===== src/rtl/rv32_pkg.sv =====
// Shared types and constants for the RV32I front end.
package rv32_pkg;

  typedef enum logic [1:0] {
    REQ  = 2'd0,
    WAIT = 2'd1,
    HOLD = 2'd2
  } fetch_state_t;

  localparam logic [31:0] RESET_PC_DEFAULT = 32'h0000_0000;
  localparam logic [31:0] NOP_INSTR        = 32'h0000_0013;
  localparam logic [31:0] PC_STEP          = 32'd4;

endpackage


===== src/rtl/fetch_sequencer_pc_next_sel.sv =====
// Next-PC select: hold, sequential step, or word-aligned redirect target.
module pc_next_sel
  import rv32_pkg::*;
#(
  parameter int XLEN = 32
) (
  input  logic [XLEN-1:0] i_pc,
  input  logic            i_advance,
  input  logic            i_redirect_valid,
  input  logic [XLEN-1:0] i_redirect_pc,
  output logic [XLEN-1:0] o_pc_next,
  output logic            o_misalign
);

  always_comb begin
    o_pc_next  = i_pc;
    o_misalign = 1'b0;
    // Redirect outranks the sequential step; low bits are forced to zero.
    if (i_redirect_valid) begin
      o_pc_next  = {i_redirect_pc[XLEN-1:2], 2'b00};
      o_misalign = (i_redirect_pc[1:0] != 2'b00);
    end else if (i_advance) begin
      o_pc_next  = i_pc + XLEN'(PC_STEP);
    end
  end

endmodule


===== src/rtl/fetch_sequencer.sv =====
// Instruction-fetch controller: owns the PC, issues one imem read at a time,
// hands instructions downstream via valid/ready, and absorbs redirects.
module fetch_sequencer
  import rv32_pkg::*;
#(
  parameter int              XLEN     = 32,
  parameter logic [XLEN-1:0] RESET_PC = XLEN'(RESET_PC_DEFAULT)
) (
  input  logic            clk,
  input  logic            rst_n,
  output logic            imem_req,
  output logic [XLEN-1:0] imem_addr,
  input  logic            imem_gnt,
  input  logic            imem_rvalid,
  input  logic [XLEN-1:0] imem_rdata,
  output logic            instr_valid,
  input  logic            instr_ready,
  output logic [XLEN-1:0] instr_out,
  output logic [XLEN-1:0] pc_out,
  input  logic            redirect_valid,
  input  logic [XLEN-1:0] redirect_pc,
  output logic            misalign_err,
  output logic [XLEN-1:0] fetch_cnt
);

  fetch_state_t    r_state;
  fetch_state_t    w_state_next;
  logic [XLEN-1:0] r_pc;
  logic            r_drop;
  logic            w_drop_next;
  logic            r_req;
  logic [XLEN-1:0] r_instr;
  logic [XLEN-1:0] r_pc_out;
  logic            r_misalign;
  logic [XLEN-1:0] r_cnt;
  logic            w_capture;
  logic            w_advance;
  logic [XLEN-1:0] w_pc_next;
  logic            w_misalign;

  pc_next_sel #(.XLEN(XLEN)) u_pc_next_sel (
    .i_pc             (r_pc),
    .i_advance        (w_advance),
    .i_redirect_valid (redirect_valid),
    .i_redirect_pc    (redirect_pc),
    .o_pc_next        (w_pc_next),
    .o_misalign       (w_misalign)
  );

  always_comb begin
    w_state_next = r_state;
    w_drop_next  = r_drop;
    w_capture    = 1'b0;
    w_advance    = 1'b0;
    unique case (r_state)
      REQ: begin
        // A grant alongside a redirect fetched the old PC; its reply is stale.
        if (r_req && imem_gnt) begin
          w_state_next = WAIT;
          if (redirect_valid) w_drop_next = 1'b1;
        end
      end
      WAIT: begin
        if (imem_rvalid) begin
          w_drop_next = 1'b0;
          if (redirect_valid || r_drop) begin
            w_state_next = REQ;
          end else begin
            w_capture    = 1'b1;
            w_state_next = HOLD;
          end
        end else if (redirect_valid) begin
          w_drop_next = 1'b1;
        end
      end
      HOLD: begin
        if (redirect_valid) begin
          w_state_next = REQ;
        end else if (instr_ready) begin
          w_advance    = 1'b1;
          w_state_next = REQ;
        end
      end
      default: w_state_next = REQ;
    endcase
  end

  always_ff @(posedge clk or negedge rst_n) begin
    if (!rst_n) begin
      r_state    <= REQ;
      r_pc       <= RESET_PC;
      r_drop     <= 1'b0;
      r_req      <= 1'b0;
      r_instr    <= XLEN'(NOP_INSTR);
      r_pc_out   <= '0;
      r_misalign <= 1'b0;
      r_cnt      <= '0;
    end else begin
      r_state    <= w_state_next;
      r_pc       <= w_pc_next;
      r_drop     <= w_drop_next;
      r_req      <= (w_state_next == REQ);
      r_misalign <= w_misalign;
      if (w_capture) begin
        r_instr  <= imem_rdata;
        r_pc_out <= r_pc;
      end
      if (w_advance) r_cnt <= r_cnt + XLEN'(1);
    end
  end

  assign imem_req     = r_req;
  assign imem_addr    = r_pc;
  assign instr_valid  = (r_state == HOLD);
  assign instr_out    = r_instr;
  assign pc_out       = r_pc_out;
  assign misalign_err = r_misalign;
  assign fetch_cnt    = r_cnt;

endmodule


===== config.mk =====
export PLATFORM = sky130hd
export DESIGN_NAME = fetch_sequencer
export DESIGN_NICKNAME = d
export VERILOG_FILES = /design/src/rtl/rv32_pkg.sv /design/src/rtl/fetch_sequencer_pc_next_sel.sv /design/src/rtl/fetch_sequencer.sv
export SDC_FILE = /design/constraint.sdc
export NUM_CORES = 1
export LEC_CHECK = 0
export BUFFER_PORTS_ARGS = -buffer_cell sky130_fd_sc_hd__buf_2
export CORE_ASPECT_RATIO = 2
export CORE_MARGIN = 4
export CORE_UTILIZATION = 53
export CTS_BUF_LIST = sky130_fd_sc_hd__clkbuf_4 sky130_fd_sc_hd__clkbuf_8
export CTS_CLUSTER_DIAMETER = 50
export DETAILED_ROUTE_END_ITERATION = 10
export GPL_TIMING_DRIVEN = 0
export PLACE_DENSITY = 0.87
export SYNTH_ARGS = -nofsm -noshare
export SYNTH_HDL_FRONTEND = slang
export SYNTH_HIERARCHICAL = 1
export SYNTH_SLANG_ARGS = --single-unit
export TNS_END_PERCENT = 10

===== constraint.sdc =====
create_clock -name clk -period 2.6 [get_ports clk]
set_input_delay 0.52 -clock clk [delete_from_list [all_inputs] [get_ports clk]]
set_output_delay 0.52 -clock clk [all_outputs]
set_load 0.1 [all_outputs]

==> qor.txt <==
Status: completed
TritonRoute pass-1 iters: 5
Slew @ Worst Pin: 0.517 ns
Pwr dens: 1360 nW/um2
Num CTS Buffers: 17
Post-synthesis sequential area ratio: 53.9%
PnR Total Power: 10,700 uW
Reg-to-Reg End: imem_addr[25]
NumNets Final: 793
# clock sinks: 133
DRC Markers: 0
Mean area per synthesized cell: 12.4 um2
Final std cells w/o fill: 877
Die H: 161 um
Post-layout min period: 2.44 ns
WHS Endpoint: imem_addr[15]
Hold depth: 3
CTS tree: yes
Unrepaired setup endpoints after global routing: false
Initial Utilization: 54.5%
Max-slew violation count: 0
R2R Path Start: r_state[0]
Worst Hold Class: in2reg
Deepest clock path buffer count: 2
Final instance area: 7880 um2
Ports: 201
Die area: 13,600 um2
Input/output buffers: 200
Number of global-route vias before repair: 5,240
Final Routed Wirelength: 16,400 um
Fin crit share: 94.0%
Total track usage: 24.4%
Sequential Area: 3330 um2
Layout filler cell count: 809
Setup slack, reg-to-reg: 0.16 ns
Synth cell types: 44
Final hold viol count: 0
DR vias: 4,965
Post-Syn Area: 6180 um2
CTS root buf: clkbuf_8
Synthesized netlist net count: 572
Warnings, synthesis: 6
Final setup margin: 0.156 ns
Final global-route overflow total: 0
First-pass GRT wire length: 26,700 um
Clk_lat worst skew: 0.43 ns
#FFs+latches synth: 133
Worst IR Drop VDD: 1490 uV
Share of layout cells above drive strength 1: 45.6%
Initial DRC Count: 363
Pleak: 0.00403 uW
Synth async-reset ratio: 100%
Critical path arrival: 2.81 ns
Main synth FF type: dfrtp_1
P&R area growth vs syn: 27.4%
Crit path from: r_state[0]
Largest net degree at the start of global routing: 107
Post-synth EDFFs: 0
Setup violators final: 0
Critical Path Sink Type: flop
Worst Path Required: 2.96 ns
Place WS: -0.176 ns
Inst Count DP: 843
Setup Skew: 0.0155 ns
Average wire per standard cell: 18.7 um
Synth Instances: 500
Via density: 5.66
GPL Wtd Cong: 0.857
Die X: 84.4 um
Hold path start: redirect_pc[15]
Initial antenna violation count: 1
Critical path type: reg2reg
Rows: 55
Final core area utilization: 69.4%
CP max FO: 15
Critical Path Start Type: flop
Worst Reg-to-Reg Cells: 7
Htree depth: 4
Max cap viols: 0
CTS clk-pin slew, worst paths: 0.08 ns
Fmax: 409 MHz
Placed inst area: 7400 um2
Rel. slew slack: 65.5%
Core Area: 11,400 um2
HPWL after DPL: 12,100 um
ANT nets after route: 0
Area of the multi-input gates: 2680 um2
where the power goes:
| part | switching, uW | leakage, uW | total [uW] | internal, uW |
|---|---|---|---|---|
| logic | 4620 | 0.00216 | 5730 | 1100 |
| registers | 385 | 0.00164 | 3020 | 2640 |
| clock network | 823 | 0.000227 | 1930 | 1110 |
worst max path at each step:
| stage | to | slack, ns | depth (start not counted) |
|---|---|---|---|
| finish | imem_addr[25] | 0.16 | 7 |
| global route | imem_addr[22] | 0.03 | 6 |
| CTS | imem_addr[22] | 0.006 | 7 |
| detailed placement | imem_addr[22] | -0.18 | 8 |
| global placement | imem_addr[3] | -0.81 | 1 |
| floorplan | imem_addr[28] | -0.01 | 5 |
Yosys cell counts (all sizes together) (4+ instances only):
library cell	count	area share, %
dfrtp	130	53
mux2	66	15
nand2	43	2.7
xor2	27	3.8
nand3	26	2.3
nor2	23	1.4
or4	20	2.6
xnor2	16	2.3
nand4	14	2.1
nor3	13	1.1
o21ai	13	1.1
a31oi	12	1.2
nor4	12	1.3
buf	11	1.7
inv	11	0.67
clkbuf	10	0.61
o31ai	10	1.2
and4	6	0.85
and2	5	0.51
o211ai	5	0.61
or3	4	0.40
area by class of cell:
type | count | area share (%)
sequential | 133 | 42.3
antenna | 1 | 0.0318
inverter | 11 | 0.524
tap | 142 | 2.25
clock inverter | 13 | 2.46
buffer | 20 | 1.76
clock buffer | 19 | 3.32
multi-input combinational | 335 | 34.0
timing repair buffer | 203 | 13.4
registers in the layout, indices dropped and copies added (netlist names):
| name | cells |
|---|---|
| fetch_cnt | 32 |
| imem_addr | 32 |
| imem_req | 1 |
| instr_out | 32 |
| misalign_err | 1 |
| pc_out | 32 |
| r_drop | 1 |
| r_state | 2 |
stage by stage:
| stage | hold slack [ns] | TNS (ns) |
|---|---|---|
| finish | 0.301 | 0 |
| CTS | 0.264 | 0 |
| global placement | 0.458 | -76.20 |
| detailed placement | 0.409 | -0.525 |
| floorplan | 0.224 | -0.0295 |
| global route | 0.283 | 0 |
layout by cell type, fill, tap and decap left out, types with 16 or more instances in the layout:
master,netlist,routed
buf_2,3,202
dfrtp_1,130,128
mux2_4,49,49
nand2_1,42,42
xor2_1,27,27
nor2_1,23,23
nand3_1,23,22
clkbuf_8,0,19
mux2_2,17,17
xnor2_1,16,16
worst max-delay path, cell delays in order, from the launching register on:
cell,delay (ns)
dfrtp_1,0.45
and4bb_2,0.35
buf_6,0.20
nand3_2,0.12
or4_4,0.46
buf_2,0.21
or4_1,0.49
nand3_1,0.09
logic make-up after synthesis:
family,Yosys count,synth area share [%]
AO/OA/AOI/OAI,45,4.71
XOR/XNOR,43,6.09
adder cells (fa/ha/maj),2,0.405
buffers and inverters,32,2.97
flip-flops,133,53.9
multiplexers,67,15.2
AND/OR/NAND/NOR,178,16.8
layer usage:
layer  up-vias  share of wire [%]  GRT usage (%)
met5         -                  0              0
met4         0                2.6           10.8
met3        33                5.5           5.18
met2       206                 56           44.9
met1      2467                 36           26.5
li1       2259                  -              -
what timing repair did:
item | 4_1_cts | 5_1_grt
resized for setup | 0 | 2
endpoints found under the hold margin | 27 | 0
hold buffers | 1 | 0
setup buffers | 0 | 1
setup endpoints to repair | 0 | 4
Note: power is estimated with default switching activity, not from simulation.
